**config.mk**
```make
export PLATFORM = sky130hd
export DESIGN_NAME = fetch_unit
export DESIGN_NICKNAME = d
export VERILOG_FILES = /design/src/rtl/fetch_pkg.sv /design/src/rtl/fetch_fifo.sv /design/src/rtl/fetch_unit.sv
export SDC_FILE = /design/constraint.sdc
export NUM_CORES = 1
export LEC_CHECK = 0
export CORE_MARGIN = 5
export CORE_UTILIZATION = 55
export CTS_CLUSTER_DIAMETER = 200
export DETAILED_ROUTE_END_ITERATION = 12
export PLACE_DENSITY = 0.8
export RECOVER_POWER = 25
export SYNTH_ARGS = -nofsm -noshare
export SYNTH_HDL_FRONTEND = slang
export SYNTH_SLANG_ARGS = --single-unit
```
**constraint.sdc**
```tcl
create_clock -name clk -period 3.5 [get_ports clk]
set_input_delay 0.7 -clock clk [delete_from_list [all_inputs] [get_ports clk]]
set_output_delay 0.7 -clock clk [all_outputs]
set_load 0.01 [all_outputs]
```
**src/rtl/fetch_pkg.sv**
```systemverilog
`default_nettype none
// ============================================================================
// Module      : fetch_pkg
// Description : Opcode constants and queue-entry type shared by the fetch unit.
// Revision    : 1.0
// ============================================================================
package fetch_pkg;

    localparam logic [3:0] c_OPC_HLT = 4'hF;
    localparam logic [3:0] c_OPC_B   = 4'hC;
    localparam logic [3:0] c_OPC_BR  = 4'hD;

    localparam int c_ENTRY_W = 16;

    // Field order matches the {inst, pc} packing written into fetch_fifo.
    typedef struct packed {
        logic [c_ENTRY_W-1:0] inst;
        logic [c_ENTRY_W-1:0] pc;
    } fetch_entry_t;

endpackage
`default_nettype wire

```
**src/rtl/fetch_fifo.sv**
```systemverilog
`default_nettype none
// ============================================================================
// Module      : fetch_fifo
// Description : Power-of-two FIFO with synchronous reset and flush.
// Revision    : 1.0
// ============================================================================
module fetch_fifo #(
    parameter int WIDTH = 32,
    parameter int DEPTH = 4
) (
    input  logic                       clk,
    input  logic                       rst,
    input  logic                       i_flush,
    input  logic                       i_wr_en,
    input  logic [WIDTH-1:0]           i_wr_data,
    input  logic                       i_rd_en,
    output logic [WIDTH-1:0]           o_rd_data,
    output logic                       o_valid,
    output logic [$clog2(DEPTH):0]     o_count
);

    localparam int c_AW = $clog2(DEPTH);

    logic [WIDTH-1:0] r_mem [DEPTH];
    logic [c_AW-1:0]  r_wr_ptr;
    logic [c_AW-1:0]  r_rd_ptr;
    logic [c_AW:0]    r_count;
    logic             w_do_wr;
    logic             w_do_rd;

    assign w_do_rd = i_rd_en && (r_count != '0);
    // A write into a full queue is only accepted when a read frees a slot.
    assign w_do_wr = i_wr_en && ((r_count != (c_AW+1)'(DEPTH)) || w_do_rd);

    always_ff @(posedge clk) begin
        if (w_do_wr) begin
            r_mem[r_wr_ptr] <= i_wr_data;
        end
    end

    always_ff @(posedge clk) begin
        if (rst || i_flush) begin
            r_wr_ptr <= '0;
            r_rd_ptr <= '0;
            r_count  <= '0;
        end else begin
            if (w_do_wr) begin
                r_wr_ptr <= r_wr_ptr + 1'b1;
            end
            if (w_do_rd) begin
                r_rd_ptr <= r_rd_ptr + 1'b1;
            end
            case ({w_do_wr, w_do_rd})
                2'b10:   r_count <= r_count + 1'b1;
                2'b01:   r_count <= r_count - 1'b1;
                default: r_count <= r_count;
            endcase
        end
    end

    assign o_rd_data = r_mem[r_rd_ptr];
    assign o_valid   = (r_count != '0);
    assign o_count   = r_count;

endmodule
`default_nettype wire

```
**src/rtl/fetch_unit.sv**
```systemverilog
`default_nettype none
// ============================================================================
// Module      : fetch_unit
// Description : Instruction fetch with credit-limited queue, HLT stop and
//               redirect flush. Optional stall counter: FETCH_STALL_CNT_EN.
// Revision    : 1.0
// ============================================================================
module fetch_unit
    import fetch_pkg::*;
#(
    parameter int                DATA_W   = 16,
    parameter int                QDEPTH   = 4,
    parameter logic [DATA_W-1:0] RESET_PC = '0,
    parameter logic [3:0]        HLT_OPC  = c_OPC_HLT
) (
    input  logic              clk,
    input  logic              rst,
    input  logic              redirect_valid,
    input  logic [DATA_W-1:0] redirect_pc,
    output logic              imem_en,
    output logic [DATA_W-1:0] imem_addr,
    input  logic [DATA_W-1:0] imem_data,
    output logic              inst_valid,
    input  logic              inst_ready,
    output logic [DATA_W-1:0] inst,
    output logic [DATA_W-1:0] inst_pc,
    output logic              halted
`ifdef FETCH_STALL_CNT_EN
    ,
    output logic [15:0]       stall_cycles
`endif
);

    localparam int c_CW = $clog2(QDEPTH) + 1;

    logic [DATA_W-1:0]   r_pc;
    logic [DATA_W-1:0]   r_req_pc;
    logic                r_inflight;
    logic                r_halted;
    logic [c_CW-1:0]     w_count;
    logic [c_CW:0]       w_used;
    logic                w_hlt_resp;
    logic                w_enq;
    logic                w_deq;
    logic                w_fetch;
    logic [2*DATA_W-1:0] w_wr_entry;
    logic [2*DATA_W-1:0] w_rd_entry;

    assign w_hlt_resp = r_inflight && (imem_data[DATA_W-1 -: 4] == HLT_OPC);
    // Queued entries plus the outstanding request must leave room for it.
    assign w_used     = {1'b0, w_count} + {{c_CW{1'b0}}, r_inflight};
    assign w_fetch    = !rst && !redirect_valid && !r_halted && !w_hlt_resp
                        && (w_used < (c_CW+1)'(QDEPTH));
    assign w_enq      = r_inflight && !redirect_valid;
    assign w_deq      = inst_valid && inst_ready;
    assign w_wr_entry = {imem_data, r_req_pc};

    always_ff @(posedge clk) begin
        if (rst) begin
            r_pc       <= RESET_PC;
            r_req_pc   <= RESET_PC;
            r_inflight <= 1'b0;
            r_halted   <= 1'b0;
        end else if (redirect_valid) begin
            r_pc       <= redirect_pc;
            r_inflight <= 1'b0;
            r_halted   <= 1'b0;
        end else begin
            r_inflight <= w_fetch;
            if (w_fetch) begin
                r_pc     <= r_pc + DATA_W'(2);
                r_req_pc <= r_pc;
            end
            if (w_hlt_resp) begin
                r_halted <= 1'b1;
            end
        end
    end

    fetch_fifo #(
        .WIDTH (2*DATA_W),
        .DEPTH (QDEPTH)
    ) u_fifo (
        .clk       (clk),
        .rst       (rst),
        .i_flush   (redirect_valid),
        .i_wr_en   (w_enq),
        .i_wr_data (w_wr_entry),
        .i_rd_en   (w_deq),
        .o_rd_data (w_rd_entry),
        .o_valid   (inst_valid),
        .o_count   (w_count)
    );

    assign imem_en   = w_fetch;
    assign imem_addr = r_pc;
    assign inst      = w_rd_entry[2*DATA_W-1:DATA_W];
    assign inst_pc   = w_rd_entry[DATA_W-1:0];
    assign halted    = r_halted;

`ifdef FETCH_STALL_CNT_EN
    logic [15:0] r_stall_cnt;

    always_ff @(posedge clk) begin
        if (rst) begin
            r_stall_cnt <= '0;
        end else if (inst_valid && !inst_ready && (r_stall_cnt != 16'hFFFF)) begin
            r_stall_cnt <= r_stall_cnt + 16'd1;
        end
    end

    assign stall_cycles = r_stall_cnt;
`endif

endmodule
`default_nettype wire
```
==> results.md <==
- CTS root buf: clkbuf_16
- Gp weighted congestion: slightly below 0.8
- Fin. Hold Viols: 0
- Max Clock Skew: 0.00586 ns
- Post-route insts no fill: 670
- Final Routed Wirelength: 12900 um
- Number of levels in the clock H-tree: 4
- Estimated wirelength of the detail-placed design: 7980 um
- Crit path time final: around 3.3 ns
- Number of nets in the finished design: about 550
- Predominant post-synthesis flop cell: edfxtp_1
- Setup tns final: 0 ns
- Required @ worst endpoint: ~2.8 ns
- Leakage: around 2.7 nW
- RSZ-0062 raised after global routing: false
- Transition time at the pin with the least slew margin: about 0.64 ns
- Hold Crit Depth: 0
- Sum of overflow across all layers after global routing: 0
- Number of distinct library cells after synthesis: 45
- Dpl cells: 638
- Post-synthesis area per instance: 16.0 um2
- Total Power: around 0.0042 W
- Share of cells above drive strength 1: 15.3%
- Max_cap viols: 0
- Routed via count divided by cell count: between 5 and 6
- Die Span Y: roughly 120 um
- Via count: 3832
- Horizontal die dimension: between 100 and 150 um
- Num rows: 40
- Power Density: ~500 nW/um2
- Number of endpoints failing setup at the final stage: 0
- Synthesized area: 6610 um2
- Final slew viol count: 0
- Number of buffers inserted to repair setup after CTS: 0
- Worst Setup Start Kind: primary input
- Asr flop ratio synth: 0%
- Critical path capture point type: output port
- Hold Buf Count CTS: 0
- Register bit total from synthesis: between 150 and 200
- Global-route met1 utilization: between 20% and 30%
- YS warnings: 0
- Length of the first detailed-routing pass in iterations: 5
- CTS Buf Count: 17
- Outcome: finished, final reports clean
- Largest net degree at the start of global routing: 37
- DRC errors left: 0
- Via count of the first global-routing pass: 3937
- Share of the clock period used by the worst path: between 90% and 100%
- Max VDD drop: 0.291 mV
- Sequential element share of the synthesized area: 71.2%
- Class of the tightest hold or removal check: flip-flop to flip-flop
- Largest fanout of any net on the critical path: 5
- Post-Route Utilization: between 60% and 70%
- Wire length of the first global-routing pass: roughly 21000 um
- Cell family contributing the most delay on the critical path: buffers and inverters
- CP Data Arrival Time: approximately 2.6 ns
- Number of sinks on the clock net: approximately 170
- Pre-CTS worst setup slack: about 0.33 ns
- Clock network latency to the later pin of the worst-skew pair: between 0.4 and 0.5 ns
- Largest buffer count on any clock path: 2
- R2r worst-path depth: 10
- CTS tree: built
- Resized cells post-CTS: 0
- Met2 Use GR: 31.0%
- Maximum operating frequency: roughly 310 MHz
- CP peak stage delay: 0.60 ns
- Wirelength per Cell: about 19 um
- GR met3 Demand/Resource: roughly 5%
- Initial Util: 55.5%
- 1st-iter DRT viols: between 200 and 300
- I/O pin total: just under 90
- Area growth syn-to-layout: 24.4%
- Antenna diodes: 0
- Crit path buf inv count: 3
- Syn_nets: approximately 460
- Max-Slew Margin vs Limit: between 50% and 60%
- Post-Synthesis Cells: between 400 and 500
- Antenna violations before repair: 0
- Number of enable flip-flop cells after synthesis: 128
- Worst Path Class, Setup: primary input to output port
- Core Box Area: 11900 um2
- ANT nets after route: 0
- Die area: between 10000 and 15000 um2
- Layer carrying the most global-route usage: met2
- Overall fraction of global-route tracks in use: 19.3%
- Worst-case setup margin in the final layout: 0.225 ns
- Cells along the critical path: dlygate4sd3_1 -> and3_1 -> a31oi_2 -> nand2_2 -> inv_2 -> clkdlybuf4s50_1
- Slowest-stage cell, CP: dlygate4sd3_1
- Clock slew seen by the registers of the worst setup and hold paths: around 0.060 ns
- Count of buffers inserted at the top-level ports: 86
- Critical path depth in cells: 6
## flip-flops by register name, indices dropped and copies added (netlist names), named ones only
register         cells
r_req_pc            16
halted               1
u_fifo.r_wr_ptr      2
u_fifo.o_count       3
imem_addr           16
u_fifo.r_rd_ptr      2
r_inflight           1
u_fifo.r_mem       128
## layout by cell type (no fill, tap or decap), types with 2 or more instances in the layout
cell / Yosys / routed
mux4_2: 32 / 32
nand4_1: 4 / 4
dfxtp_1: 43 / 42
xor2_1: 3 / 3
clkinv_2: 0 / 4
nor3_1: 4 / 4
xnor2_1: 2 / 2
or3_1: 5 / 5
or4_1: 3 / 3
nand2b_1: 3 / 3
clkdlybuf4s50_1: 0 / 80
nor4_1: 7 / 7
a31oi_1: 4 / 4
edfxtp_1: 128 / 128
nor2_1: 14 / 14
clkinv_4: 0 / 3
inv_1: 12 / 12
buf_4: 0 / 10
o22ai_1: 2 / 2
mux2i_1: 3 / 3
o311ai_0: 3 / 3
dlygate4sd3_1: 0 / 6
mux2_1: 2 / 2
clkbuf_16: 0 / 18
o21ai_0: 5 / 5
nand3b_1: 2 / 2
ha_1: 6 / 6
nand2_1: 46 / 46
clkbuf_8: 0 / 4
a21oi_1: 32 / 32
and3_1: 6 / 6
nand3_1: 3 / 3
and2_1: 5 / 5
## logic make-up after synthesis
logic type | share of synthesized area [%]
AO/OA/AOI/OAI | 4.96
flip-flops | 71.2
buffers and inverters | 2.18
multiplexers | 11.7
adder cells (fa/ha/maj) | 1.44
AND/OR/NAND/NOR | 7.88
XOR/XNOR | 0.663
## report_power, final
part           total [W]  internal [W]  switching, W  leakage [nW]
Combinational   0.000201      0.000107     0.0000938         0.873
Sequential       0.00223       0.00220     0.0000316          1.54
Clock            0.00176       0.00102      0.000735         0.284
## per-stage QoR
step                      hold WS [ns]  instance area, um2
final                            0.504                8220
after CTS                        0.502                8220
after floorplan                  0.460                6610
after global routing             0.523                8220
after global placement           0.477                7650
after detailed placement         0.493                7650
## final timing paths
| kind | startpoint | endpoint | slack [ns] |
|---|---|---|---|
| min reg2reg | r_req_pc[5] | u_fifo.r_mem[1][5] | 0.50 |
| min | r_req_pc[5] | u_fifo.r_mem[1][5] | 0.50 |
| max reg2reg | u_fifo.o_count[2] | u_fifo.o_count[2] | 0.84 |
| max | imem_data[13] | imem_en | 0.23 |
## cells in the mapped netlist, types with 3 or more instances
library cell    n  area, um2
or4_1           3       22.5
and2_1          5       31.3
or3_1           5       31.3
nor2_1         14       52.6
nand4_1         4       25.0
and3_1          6       37.5
nor4_1          7       43.8
nand3_1         3       15.0
ha_1            6       75.1
nand2b_1        3       18.8
mux4_2         32        721
o21ai_0         5       25.0
buf_2           7       35.0
nand2_1        46        173
edfxtp_1      128       3840
clkbuf_1        9       33.8
a31oi_1         4       25.0
nor3_1          4       20.0
xor2_1          3       26.3
a21oi_1        32        160
dfxtp_1        43        861
o311ai_0        3       26.3
mux2i_1         3       30.0
inv_1          12       45.0
## cell type report
cell class                 count  area, um2
clock inverter                 9       60.1
clock buffer                  23        509
inverter                      13       48.8
sequential                   171       4710
fill                         802       3690
multi-input combinational    210       1760
tap                          147        184
timing repair buffer          97        956
## worst register-to-register path: cells and delay by family (launching register included)
family                     cells  cell delay [ns]
adders and majority gates      2             0.55
xor gates and xnor gates       1             0.16
DFF                            1             0.44
and+or+nand+nor                2             0.52
AOI/OAI and AO/OA              2             0.66
buffers and inverters          3             0.24
## routing by layer
layer	vias up	part of all wire (%)
li1	1791	-
met1	1880	43
met2	143	50
met3	18	6.1
met4	0	1.5
met5	-	0
Power figures use the tool's default switching activity.
